**src/rtl/clk_div_sched_if.sv**
```systemverilog
`default_nettype none
// ============================================================================
// clk_div_sched_if : divisor-update handshake and divider status bundle
// Rev 1.0
// ============================================================================
interface clk_div_sched_if #(
  parameter int WIDE = 32
);
  logic            iEN;
  logic            iREQ0;
  logic [WIDE-1:0] iDIV0;
  logic            oACK0;
  logic            iREQ1;
  logic [WIDE-1:0] iDIV1;
  logic            oACK1;
  logic            oERR;
  logic            oCLK_EN;
  logic            oDIV_CLK;
  logic [WIDE-1:0] oDIV_CUR;
  logic            oPEND;

  modport master (
    output iEN, iREQ0, iDIV0, iREQ1, iDIV1,
    input  oACK0, oACK1, oERR, oCLK_EN, oDIV_CLK, oDIV_CUR, oPEND
  );

  modport slave (
    input  iEN, iREQ0, iDIV0, iREQ1, iDIV1,
    output oACK0, oACK1, oERR, oCLK_EN, oDIV_CLK, oDIV_CUR, oPEND
  );
endinterface
`default_nettype wire

```
**src/rtl/clk_div_sched.sv**
```systemverilog
`default_nettype none
// ============================================================================
// clk_div_sched : round-robin scheduled programmable clock-enable divider
// Rev 1.0
// ============================================================================
module clk_div_sched #(
  parameter int WIDE    = 32,
  parameter int DEF_DIV = 2
) (
  input  logic           iCLK,
  input  logic           iRST_N,
  clk_div_sched_if.slave bus
);
  localparam logic [WIDE-1:0] C_DEF_DIV = WIDE'(DEF_DIV);

  typedef enum logic [1:0] {
    S_IDLE = 2'd0,
    S_RUN  = 2'd1,
    S_PEND = 2'd2
  } state_t;

  state_t          r_state, w_state_nx;
  logic [WIDE-1:0] r_cnt, w_cnt_nx;
  logic [WIDE-1:0] r_div_cur, w_div_cur_nx;
  logic [WIDE-1:0] r_div_new, w_div_new_nx;
  logic            r_ptr;
  logic            r_ack0_d, r_ack1_d;
  logic            r_div_clk;

  logic            w_run, w_last;
  logic [WIDE:0]   w_half;
  logic            w_elig0, w_elig1, w_gnt0, w_gnt1, w_gnt, w_zero, w_take;
  logic [WIDE-1:0] w_gdiv, w_cnt_inc;

  assign w_run     = (r_state != S_IDLE);
  assign w_last    = (r_cnt == r_div_cur - 1'b1);
  assign w_half    = ({1'b0, r_div_cur} + {{WIDE{1'b0}}, 1'b1}) >> 1;
  assign w_cnt_inc = w_last ? '0 : r_cnt + 1'b1;

  // Grants are gated by reset so no ACK escapes while reset is asserted.
  assign w_elig0 = iRST_N && bus.iREQ0 && !r_ack0_d && (r_state != S_PEND);
  assign w_elig1 = iRST_N && bus.iREQ1 && !r_ack1_d && (r_state != S_PEND);
  assign w_gnt0  = w_elig0 && (!w_elig1 || !r_ptr);
  assign w_gnt1  = w_elig1 && (!w_elig0 ||  r_ptr);
  assign w_gnt   = w_gnt0 || w_gnt1;
  assign w_gdiv  = w_gnt1 ? bus.iDIV1 : bus.iDIV0;
  assign w_zero  = (w_gdiv == '0);
  assign w_take  = w_gnt && !w_zero;

  always_comb begin
    w_state_nx   = r_state;
    w_cnt_nx     = r_cnt;
    w_div_cur_nx = r_div_cur;
    w_div_new_nx = r_div_new;
    case (r_state)
      S_IDLE: begin
        w_cnt_nx = '0;
        if (w_take) w_div_cur_nx = w_gdiv;
        if (bus.iEN) w_state_nx = S_RUN;
      end
      S_RUN: begin
        if (!bus.iEN) begin
          w_state_nx = S_IDLE;
          w_cnt_nx   = '0;
          if (w_take) w_div_cur_nx = w_gdiv;
        end else begin
          w_cnt_nx = w_cnt_inc;
          if (w_take) begin
            w_div_new_nx = w_gdiv;
            w_state_nx   = S_PEND;
          end
        end
      end
      S_PEND: begin
        if (!bus.iEN) begin
          w_div_cur_nx = r_div_new;
          w_cnt_nx     = '0;
          w_state_nx   = S_IDLE;
        end else if (w_last) begin
          w_div_cur_nx = r_div_new;
          w_cnt_nx     = '0;
          w_state_nx   = S_RUN;
        end else begin
          w_cnt_nx = r_cnt + 1'b1;
        end
      end
      default: begin
        w_state_nx = S_IDLE;
        w_cnt_nx   = '0;
      end
    endcase
  end

  always_ff @(posedge iCLK or negedge iRST_N) begin
    if (!iRST_N) begin
      r_state   <= S_IDLE;
      r_cnt     <= '0;
      r_div_cur <= C_DEF_DIV;
      r_div_new <= C_DEF_DIV;
      r_ptr     <= 1'b0;
      r_ack0_d  <= 1'b0;
      r_ack1_d  <= 1'b0;
      r_div_clk <= 1'b0;
    end else begin
      r_state   <= w_state_nx;
      r_cnt     <= w_cnt_nx;
      r_div_cur <= w_div_cur_nx;
      r_div_new <= w_div_new_nx;
      r_ack0_d  <= w_gnt0;
      r_ack1_d  <= w_gnt1;
      if (w_elig0 && w_elig1) r_ptr <= w_gnt0;
      // Dropping iEN forces the level low as the divider enters IDLE.
      r_div_clk <= w_run && bus.iEN && ({1'b0, r_cnt} < w_half);
    end
  end

  assign bus.oACK0    = w_gnt0;
  assign bus.oACK1    = w_gnt1;
  assign bus.oERR     = w_gnt && w_zero;
  assign bus.oCLK_EN  = w_run && w_last;
  assign bus.oDIV_CLK = r_div_clk;
  assign bus.oDIV_CUR = r_div_cur;
  assign bus.oPEND    = (r_state == S_PEND);
endmodule
`default_nettype wire

```
**src/flat_wrapper.sv**
```systemverilog
// flat-port wrapper written by rule: the top's interface ports become plain ports
module clk_div_sched_flat 
#(
  parameter int WIDE    = 32,
  parameter int DEF_DIV = 2
)
  (iCLK, iRST_N, bus_iEN, bus_iREQ0, bus_iDIV0, bus_iREQ1, bus_iDIV1, bus_oACK0, bus_oACK1, bus_oERR, bus_oCLK_EN, bus_oDIV_CLK, bus_oDIV_CUR, bus_oPEND);
  clk_div_sched_if #(.WIDE(WIDE)) bus_i ();
  input  logic iCLK;
  input  logic iRST_N;
  input wire logic [$bits(bus_i.iEN)-1:0] bus_iEN;
  input wire logic [$bits(bus_i.iREQ0)-1:0] bus_iREQ0;
  input wire logic [$bits(bus_i.iDIV0)-1:0] bus_iDIV0;
  input wire logic [$bits(bus_i.iREQ1)-1:0] bus_iREQ1;
  input wire logic [$bits(bus_i.iDIV1)-1:0] bus_iDIV1;
  output wire logic [$bits(bus_i.oACK0)-1:0] bus_oACK0;
  output wire logic [$bits(bus_i.oACK1)-1:0] bus_oACK1;
  output wire logic [$bits(bus_i.oERR)-1:0] bus_oERR;
  output wire logic [$bits(bus_i.oCLK_EN)-1:0] bus_oCLK_EN;
  output wire logic [$bits(bus_i.oDIV_CLK)-1:0] bus_oDIV_CLK;
  output wire logic [$bits(bus_i.oDIV_CUR)-1:0] bus_oDIV_CUR;
  output wire logic [$bits(bus_i.oPEND)-1:0] bus_oPEND;
  assign bus_i.iEN = bus_iEN;
  assign bus_i.iREQ0 = bus_iREQ0;
  assign bus_i.iDIV0 = bus_iDIV0;
  assign bus_i.iREQ1 = bus_iREQ1;
  assign bus_i.iDIV1 = bus_iDIV1;
  assign bus_oACK0 = bus_i.oACK0;
  assign bus_oACK1 = bus_i.oACK1;
  assign bus_oERR = bus_i.oERR;
  assign bus_oCLK_EN = bus_i.oCLK_EN;
  assign bus_oDIV_CLK = bus_i.oDIV_CLK;
  assign bus_oDIV_CUR = bus_i.oDIV_CUR;
  assign bus_oPEND = bus_i.oPEND;
  clk_div_sched #(.WIDE(WIDE), .DEF_DIV(DEF_DIV)) u_core (.iCLK(iCLK), .iRST_N(iRST_N), .bus(bus_i));
endmodule
```
**config.mk**
```make
export PLATFORM = sky130hd
export DESIGN_NAME = clk_div_sched_flat
export DESIGN_NICKNAME = d
export VERILOG_FILES = /design/src/rtl/clk_div_sched_if.sv /design/src/rtl/clk_div_sched.sv /design/src/flat_wrapper.sv
export SDC_FILE = /design/constraint.sdc
export NUM_CORES = 1
export LEC_CHECK = 0
export CAP_MARGIN = 10
export CELL_PAD_IN_SITES_DETAIL_PLACEMENT = 0
export CELL_PAD_IN_SITES_GLOBAL_PLACEMENT = 2
export CORE_ASPECT_RATIO = 0.7
export CORE_MARGIN = 2
export CORE_UTILIZATION = 36
export CTS_CLUSTER_DIAMETER = 200
export DETAILED_ROUTE_END_ITERATION = 8
export HOLD_SLACK_MARGIN = 0.03
export PLACE_DENSITY_LB_ADDON = 0.1
export SLEW_MARGIN = 20
export SYNTH_ARGS = -nofsm -noshare
export SYNTH_HDL_FRONTEND = slang
export SYNTH_SLANG_ARGS = --single-unit
```
**constraint.sdc**
```tcl
create_clock -name iCLK -period 4.7 [get_ports iCLK]
set_input_delay 0.94 -clock iCLK [delete_from_list [all_inputs] [get_ports iCLK]]
set_output_delay 0.94 -clock iCLK [all_outputs]
set_load 0.1 [all_outputs]
```
==> flow_summary.yaml, run 1 <==
outcome:
  status: "completed"
worst_setup_path:
  r2r-start: "u_core.bus.oDIV_CUR[4]$_DFFE_PN0P_"
  path_max_fanout: 11
  r2r_slack_ns: 0.44
  crit_path_start_kind: "register"
  r2r_end: "u_core.bus.oDIV_CLK$_DFF_PN0_"
  reg2reg_depth: 16
  path_class: "register to primary output"
  end_kind: "primary output"
  startpoint: "u_core.bus.oDIV_CUR[0]$_DFFE_PN0P_"
  cp.arrival_ns: 3.64
  endpoint: "bus_oCLK_EN"
  critPathRequiredTime_ns: 3.76
drt:
  ant_nets: 0
  via_count: 7287
  via_per_inst: 5.57
  drt_iter0_drc: 454
  wl_mm: 26.2
  firstDrtPassIters: 5
  wire_per_inst_um: 20.1
  drc: 0
die:
  die_area_um2: 25000
  core.rowCount: 47
  start_util: 0.364
  die_h_um: 133
  coreArea_um2: 23500
  io_pins: 107
  die_w_um: 188
synth:
  yosysMostFrequentCell: "dfrtp_1"
  ys.flop_type: "dfrtp_1"
  synthArstFlopShare: 1.00
  synth_cell_type_count: 75
  synth_area_leaders: "dfrtp_1 (29%), mux2_2 (13%), xor2_1 (5.8%)"
  syn_inst: 906
  synth_largest_area_cell: "dfrtp_1"
  synth_seq_cells: 102
  avgSynthCellArea_um2: 9.44
  synth_warnings: 0
  netlist_area_um2: 8550
  syn-num-nets: 1013
  yosys-top-cells-count: "dfrtp_1 (100), mux2_2 (98), o21ai_0 (73), xor2_1 (57), clkbuf_1 (51)"
  yosysSeqAreaShare: 0.299
  synth.top_cell.area_share: 0.293
  synth_edf_count: 0
timing:
  setup_viol: 0
  tns_ns: 0
  rsz0062_at_grt: "true"
  layout_setup_ws_ns: 0.124
  hold_viol_final: 0
  max_clock_freq_ghz: 0.219
  period_share: 0.974
  final.setup_skew_ns: 0.0152
  tightest_slew_ns: 1.04
  finalMaxSlewViolations: 0
  slew_headroom: 0.302
  fin_crit_ns: 4.58
clocking:
  clk_path_buf_depth: 2
  clk_latency_ns: 0.37
  cts.clk_slew.worst_paths_ns: 0.08
  cts_buffers: 9
  cts-root-buf: "clkbuf_16"
  htree_levels: 3
  cts_tree: "done"
  cts_setup_buffers: 0
  clkSinkCount: 102
final_layout:
  antennaDiodeCount: 0
  nets: 1092
  area_growth_pct: 20.7
  drive_gt1_frac: 0.179
  utilization: 0.440
  instances_no_fill: 1308
pwr:
  power_mw: 6.58
  peakVddDrop_uv: 277
  power_per_cell_area_nw_per_um2: 638
  p_leak_nw: 4.23
run:
  maxCapViolations: 0
place:
  dp_cells: 1292
  gp_congestion: 0.879
  io_buffers: 106
  post-place-ws_ns: 0.313
  dpl.hpwl_mm: 19.7
global_routing:
  grt_start_max_net_pins: 57
  antenna_found_initial: 0
  grt_pass1_wl_mm: 41.6
  grt_pass1_vias: 7139
  grt_overflow: 0
  grtUsageTotal: 0.214
worst_hold_path:
  hold_path.class: "primary input to async pin"
==> metrics by stage <==
step                hold WS (ns)  instance area, µm²
floorplan                  0.464                8590
global placement           0.507                9990
detailed placement         0.511                9990
CTS                        0.390               10300
global route               0.395               10300
finish                     0.404               10300
==> critical path, cell delays in order (launching register included) <==
cell       delay [ns]
dfrtp_4          0.55
inv_4            0.08
ha_4             0.14
or4b_4           0.51
or4_4            0.49
nor4_4           0.22
mux2_4           0.35
a2111oi_4        0.32
o21ai_2          0.14
nor4_4           0.24
buf_12           0.22
==> cell type report <==
cell class | instances | area [µm²]
clock buffer | 11 | 243
clock inverter | 5 | 66.3
fill | 2293 | 13100
inverter | 13 | 51.3
multi-input combinational | 722 | 5680
sequential | 102 | 2560
tap | 318 | 398
timing repair buffer | 137 | 1320
==> state kept, by name, indices dropped and copies added (netlist names) <==
register and flops:
u_core.bus.oDIV_CUR 32, u_core.r_div_new 32, u_core.bus.oDIV_CLK 1, u_core.r_ack0_d 1, u_core.r_cnt 32, u_core.r_state 2, u_core.r_ack1_d 1, u_core.r_ptr 1
==> placed cells by master (no fill, tap or decap), types with 11 or more instances in the layout <==
cell,netlist,final
clkdlybuf4s50_1,0,101
dfrtp_1,100,99
mux2_2,98,97
o21ai_0,73,73
xor2_1,57,57
nor3_1,50,50
xnor2_1,38,38
nand2_1,37,37
ha_1,38,37
a221o_1,34,34
mux2i_1,34,34
buf_4,3,33
nor4_1,33,32
nand3_1,29,29
nor2_1,28,27
nand4_1,24,24
and3_1,16,16
a21o_1,16,16
a21oi_1,11,11
==> repair_timing <==
item / in CTS / in global routing
hold buffers: 0 / 0
pin swaps: 1 / 0
endpoints found under the setup margin: 1 / 1
gates resized for setup: 1 / 3
==> cell families (layout without fill, tap and decap cells) <==
group / Yosys count / after routing / synth area share
simple gates: 279 / 279 / 0.189
compound gates: 177 / 177 / 0.147
mux: 133 / 133 / 0.170
flops: 102 / 102 / 0.299
xor+xnor: 95 / 95 / 0.0973
buf+inv: 82 / 166 / 0.0417
fa+ha+maj: 38 / 38 / 0.0556
==> power breakdown <==
group	internal, mW	total, mW	switching, mW
clock network	0.436	0.811	0.375
logic	1.51	4.12	2.62
registers	1.19	1.65	0.460
total	3.13	6.58	3.45
==> layer usage <==
metal,global-route usage,part of all wire,vias to the layer above
li1,-,-,3583
met1,0.331,0.54,3485
met2,0.300,0.40,197
met3,0.0401,0.052,22
met4,0.0521,0.014,0
met5,0,0,-
==> how the worst min path moves through the flow <==
| stage | cells past startpoint | slack (ns) | endpoint | start |
|---|---|---|---|---|
| floorplan | 1 | 0.46 | u_core.r_ptr$_DFFE_PN0P_ | u_core.r_ptr$_DFFE_PN0P_ |
| global placement | 1 | 0.51 | u_core.r_div_new[28]$_DFFE_PN0P_ | u_core.r_div_new[28]$_DFFE_PN0P_ |
| detailed placement | 1 | 0.51 | u_core.r_ptr$_DFFE_PN0P_ | u_core.r_ptr$_DFFE_PN0P_ |
| CTS | 1 | 0.39 | u_core.r_div_new[27]$_DFFE_PN0P_ | iRST_N |
| global route | 1 | 0.40 | u_core.r_div_new[24]$_DFFE_PN0P_ | iRST_N |
| finish | 1 | 0.40 | u_core.bus.oDIV_CUR[27]$_DFFE_PN0P_ | iRST_N |
Note: power is estimated with default switching activity, not from simulation.
==> inputs of run 2 (changes only) <==
- ABC_AREA: default -> 1
- CORE_MARGIN: 2 -> default
- CORE_UTILIZATION: 36 -> 31
==> flow_summary.yaml, run 2 <==
timing:
  setup_viol: 0
  fin_crit_ns: 4.48
  final.setup_skew_ns: 0.00778
  rsz0062_at_grt: "false"
  tns_ns: 0
  max_clock_freq_ghz: 0.223
  slew_headroom: 0.317
  period_share: 0.953
  hold_viol_final: 0
  tightest_slew_ns: 1.02
  finalMaxSlewViolations: 0
worst_setup_path:
  r2r_slack_ns: 0.72
  path_max_fanout: 6
  crit_path_frequent_cell: "nand2_1"
  r2r-start: "u_core.bus.oDIV_CUR[1]$_DFFE_PN1P_"
  crit_chain: "inv_1 -> ha_1 -> nand2_4 -> nor2_4 -> nand2_1 -> o21bai_1 -> nand2_1 -> nor2_1 -> nand2_1 -> nor2_2 -> nand3_2 -> or2_1 -> nor2_2 -> buf_4"
  slowest_stage: "dfrtp_1"
  reg2reg_depth: 17
  end_kind: "primary output"
  path_class: "register to primary output"
  r2r_end: "u_core.bus.oDIV_CLK$_DFF_PN0_"
  cp.arrival_ns: 3.54
  critPathRequiredTime_ns: 3.76
  slowest_delay_ns: 0.44
  crit_path_start_kind: "register"
synth:
  synth_edf_count: 0
  netlist_area_um2: 8900
  yosysSeqAreaShare: 0.287
  synth_seq_cells: 102
  yosys-top-cells-count: "nand2_1 (464), inv_1 (155), nor2_1 (143), dfrtp_1 (100), nand3_1 (96)"
  yosysMostFrequentCell: "nand2_1"
  synthArstFlopShare: 1.00
  synth_largest_area_cell: "dfrtp_1"
  syn-num-nets: 1495
  avgSynthCellArea_um2: 6.41
  synth.top_cell.area_share: 0.281
  ys.flop_type: "dfrtp_1"
  synth_warnings: 0
  synth_area_leaders: "dfrtp_1 (28%), nand2_1 (20%), inv_1 (6.5%)"
  syn_inst: 1388
  synth_cell_type_count: 43
clocking:
  htree_levels: 3
  clkSinkCount: 102
  postCtsHoldBufs: 0
  cts_buffers: 9
  cts_setup_buffers: 0
  post_cts_resized: 0
  clk_path_buf_depth: 2
  clk_latency_ns: 0.38
  cts-root-buf: "clkbuf_16"
  cts_tree: "done"
  cts.clk_slew.worst_paths_ns: 0.08
global_routing:
  grt_pass1_wl_mm: 49.7
  antenna_found_initial: 0
  grt_pass1_vias: 8517
  grt_start_max_net_pins: 65
  grt_overflow: 0
  grtUsageTotal: 0.225
die:
  die_w_um: 205
  die_h_um: 144
  die_area_um2: 29400
  core.rowCount: 51
  io_pins: 107
  start_util: 0.318
  coreArea_um2: 28000
pwr:
  peakVddDrop_uv: 385
  power_mw: 6.36
  p_leak_nw: 5.15
  power_per_cell_area_nw_per_um2: 602
place:
  dpl.hpwl_mm: 25.2
  io_buffers: 106
  gp_congestion: 0.866
drt:
  drc: 0
  firstDrtPassIters: 5
  ant_nets: 0
  wl_mm: 31.1
  drt_iter0_drc: 631
  via_count: 8843
  via_per_inst: 4.80
  wire_per_inst_um: 16.9
final_layout:
  nets: 1574
  area_growth_pct: 18.8
  antennaDiodeCount: 0
  seq_area_um2: 2550
  drive_gt1_frac: 0.0605
  layout_commonest_cell: "nand2_1"
  mostFrequentLayoutCells: "nand2_1 (464), inv_1 (155), nor2_1 (140), clkdlybuf4s50_1 (100), dfrtp_1 (100)"
  fill_cells: 3057
  utilization: 0.377
  multiInputGateArea_um2: 5440
worst_hold_path:
  hold_path.class: "primary input to async pin"
run:
  maxCapViolations: 0
outcome:
  status: "completed"
[run 2: how the worst max path moves through the flow]
stage | from | cells after the start | slack [ns] | endpoint
floorplan | u_core.r_state[0]$_DFFE_PN0P_ | 16 | 0.27 | bus_oERR
CTS | u_core.bus.oDIV_CUR[0]$_DFFE_PN0P_ | 14 | 0.09 | bus_oCLK_EN
global placement | bus_iREQ0 | 15 | 0.50 | bus_oERR
finish | u_core.bus.oDIV_CUR[0]$_DFFE_PN0P_ | 14 | 0.22 | bus_oCLK_EN
global route | u_core.bus.oDIV_CUR[8]$_DFFE_PN0P_ | 13 | 0.04 | bus_oCLK_EN
detailed placement | bus_iREQ0 | 17 | 0.44 | u_core.bus.oDIV_CUR[8]$_DFFE_PN0P_
[run 2: cell families (layout without fill, tap and decap cells)]
group                      count (synthesis)  in the layout  share of synthesized area
adders and majority gates                 38             38                     0.0534
AOI/OAI and AO/OA                        130            130                     0.0790
and+or+nand+nor                          827            827                      0.408
buffers and inverters                    222            306                      0.104
xor gates and xnor gates                  69             69                     0.0679
DFF                                      102            102                      0.287
[run 2: worst max-delay path, delay by kind of cell, from the launching register on]
| family | cells | cell delay, ns |
|---|---|---|
| flops | 1 | 0.44 |
| compound gates | 1 | 0.27 |
| buf+inv | 2 | 0.49 |
| simple gates | 10 | 1.68 |
| fa+ha+maj | 1 | 0.27 |
[run 2: routing by layer]
| layer | GRT usage | wire [µm] |
|---|---|---|
| met1 | 0.353 | 17100 |
| met3 | 0.0358 | 1500 |
| met5 | 0 | 0 |
| met4 | 0.0424 | 313 |
| met2 | 0.318 | 12200 |
[run 2: layout make-up]
type	count	share of cell area
clock inverters	5	0.00379
clock buffers	11	0.0230
inverters	165	0.0586
well taps	371	0.0439
multi-input cells	1064	0.514
repair buffers	125	0.115
flip-flops and latches	102	0.242
[run 2: metrics by stage]
stage	instances	instance area, µm²	hold WS [ns]	setup slack, ns
2_1_floorplan	1388	8910	0.453	0.268
3_3_place_gp	1827	10300	0.468	0.498
3_5_place_dp	1827	10300	0.474	0.439
4_1_cts	1843	10600	0.344	0.0885
5_1_grt	1843	10600	0.348	0.0406
6_report	1843	10600	0.369	0.220
[run 2: power by group]
part | switching (mW) | internal, mW
registers | 0.478 | 1.17
logic | 2.83 | 1.10
clock network | 0.401 | 0.381
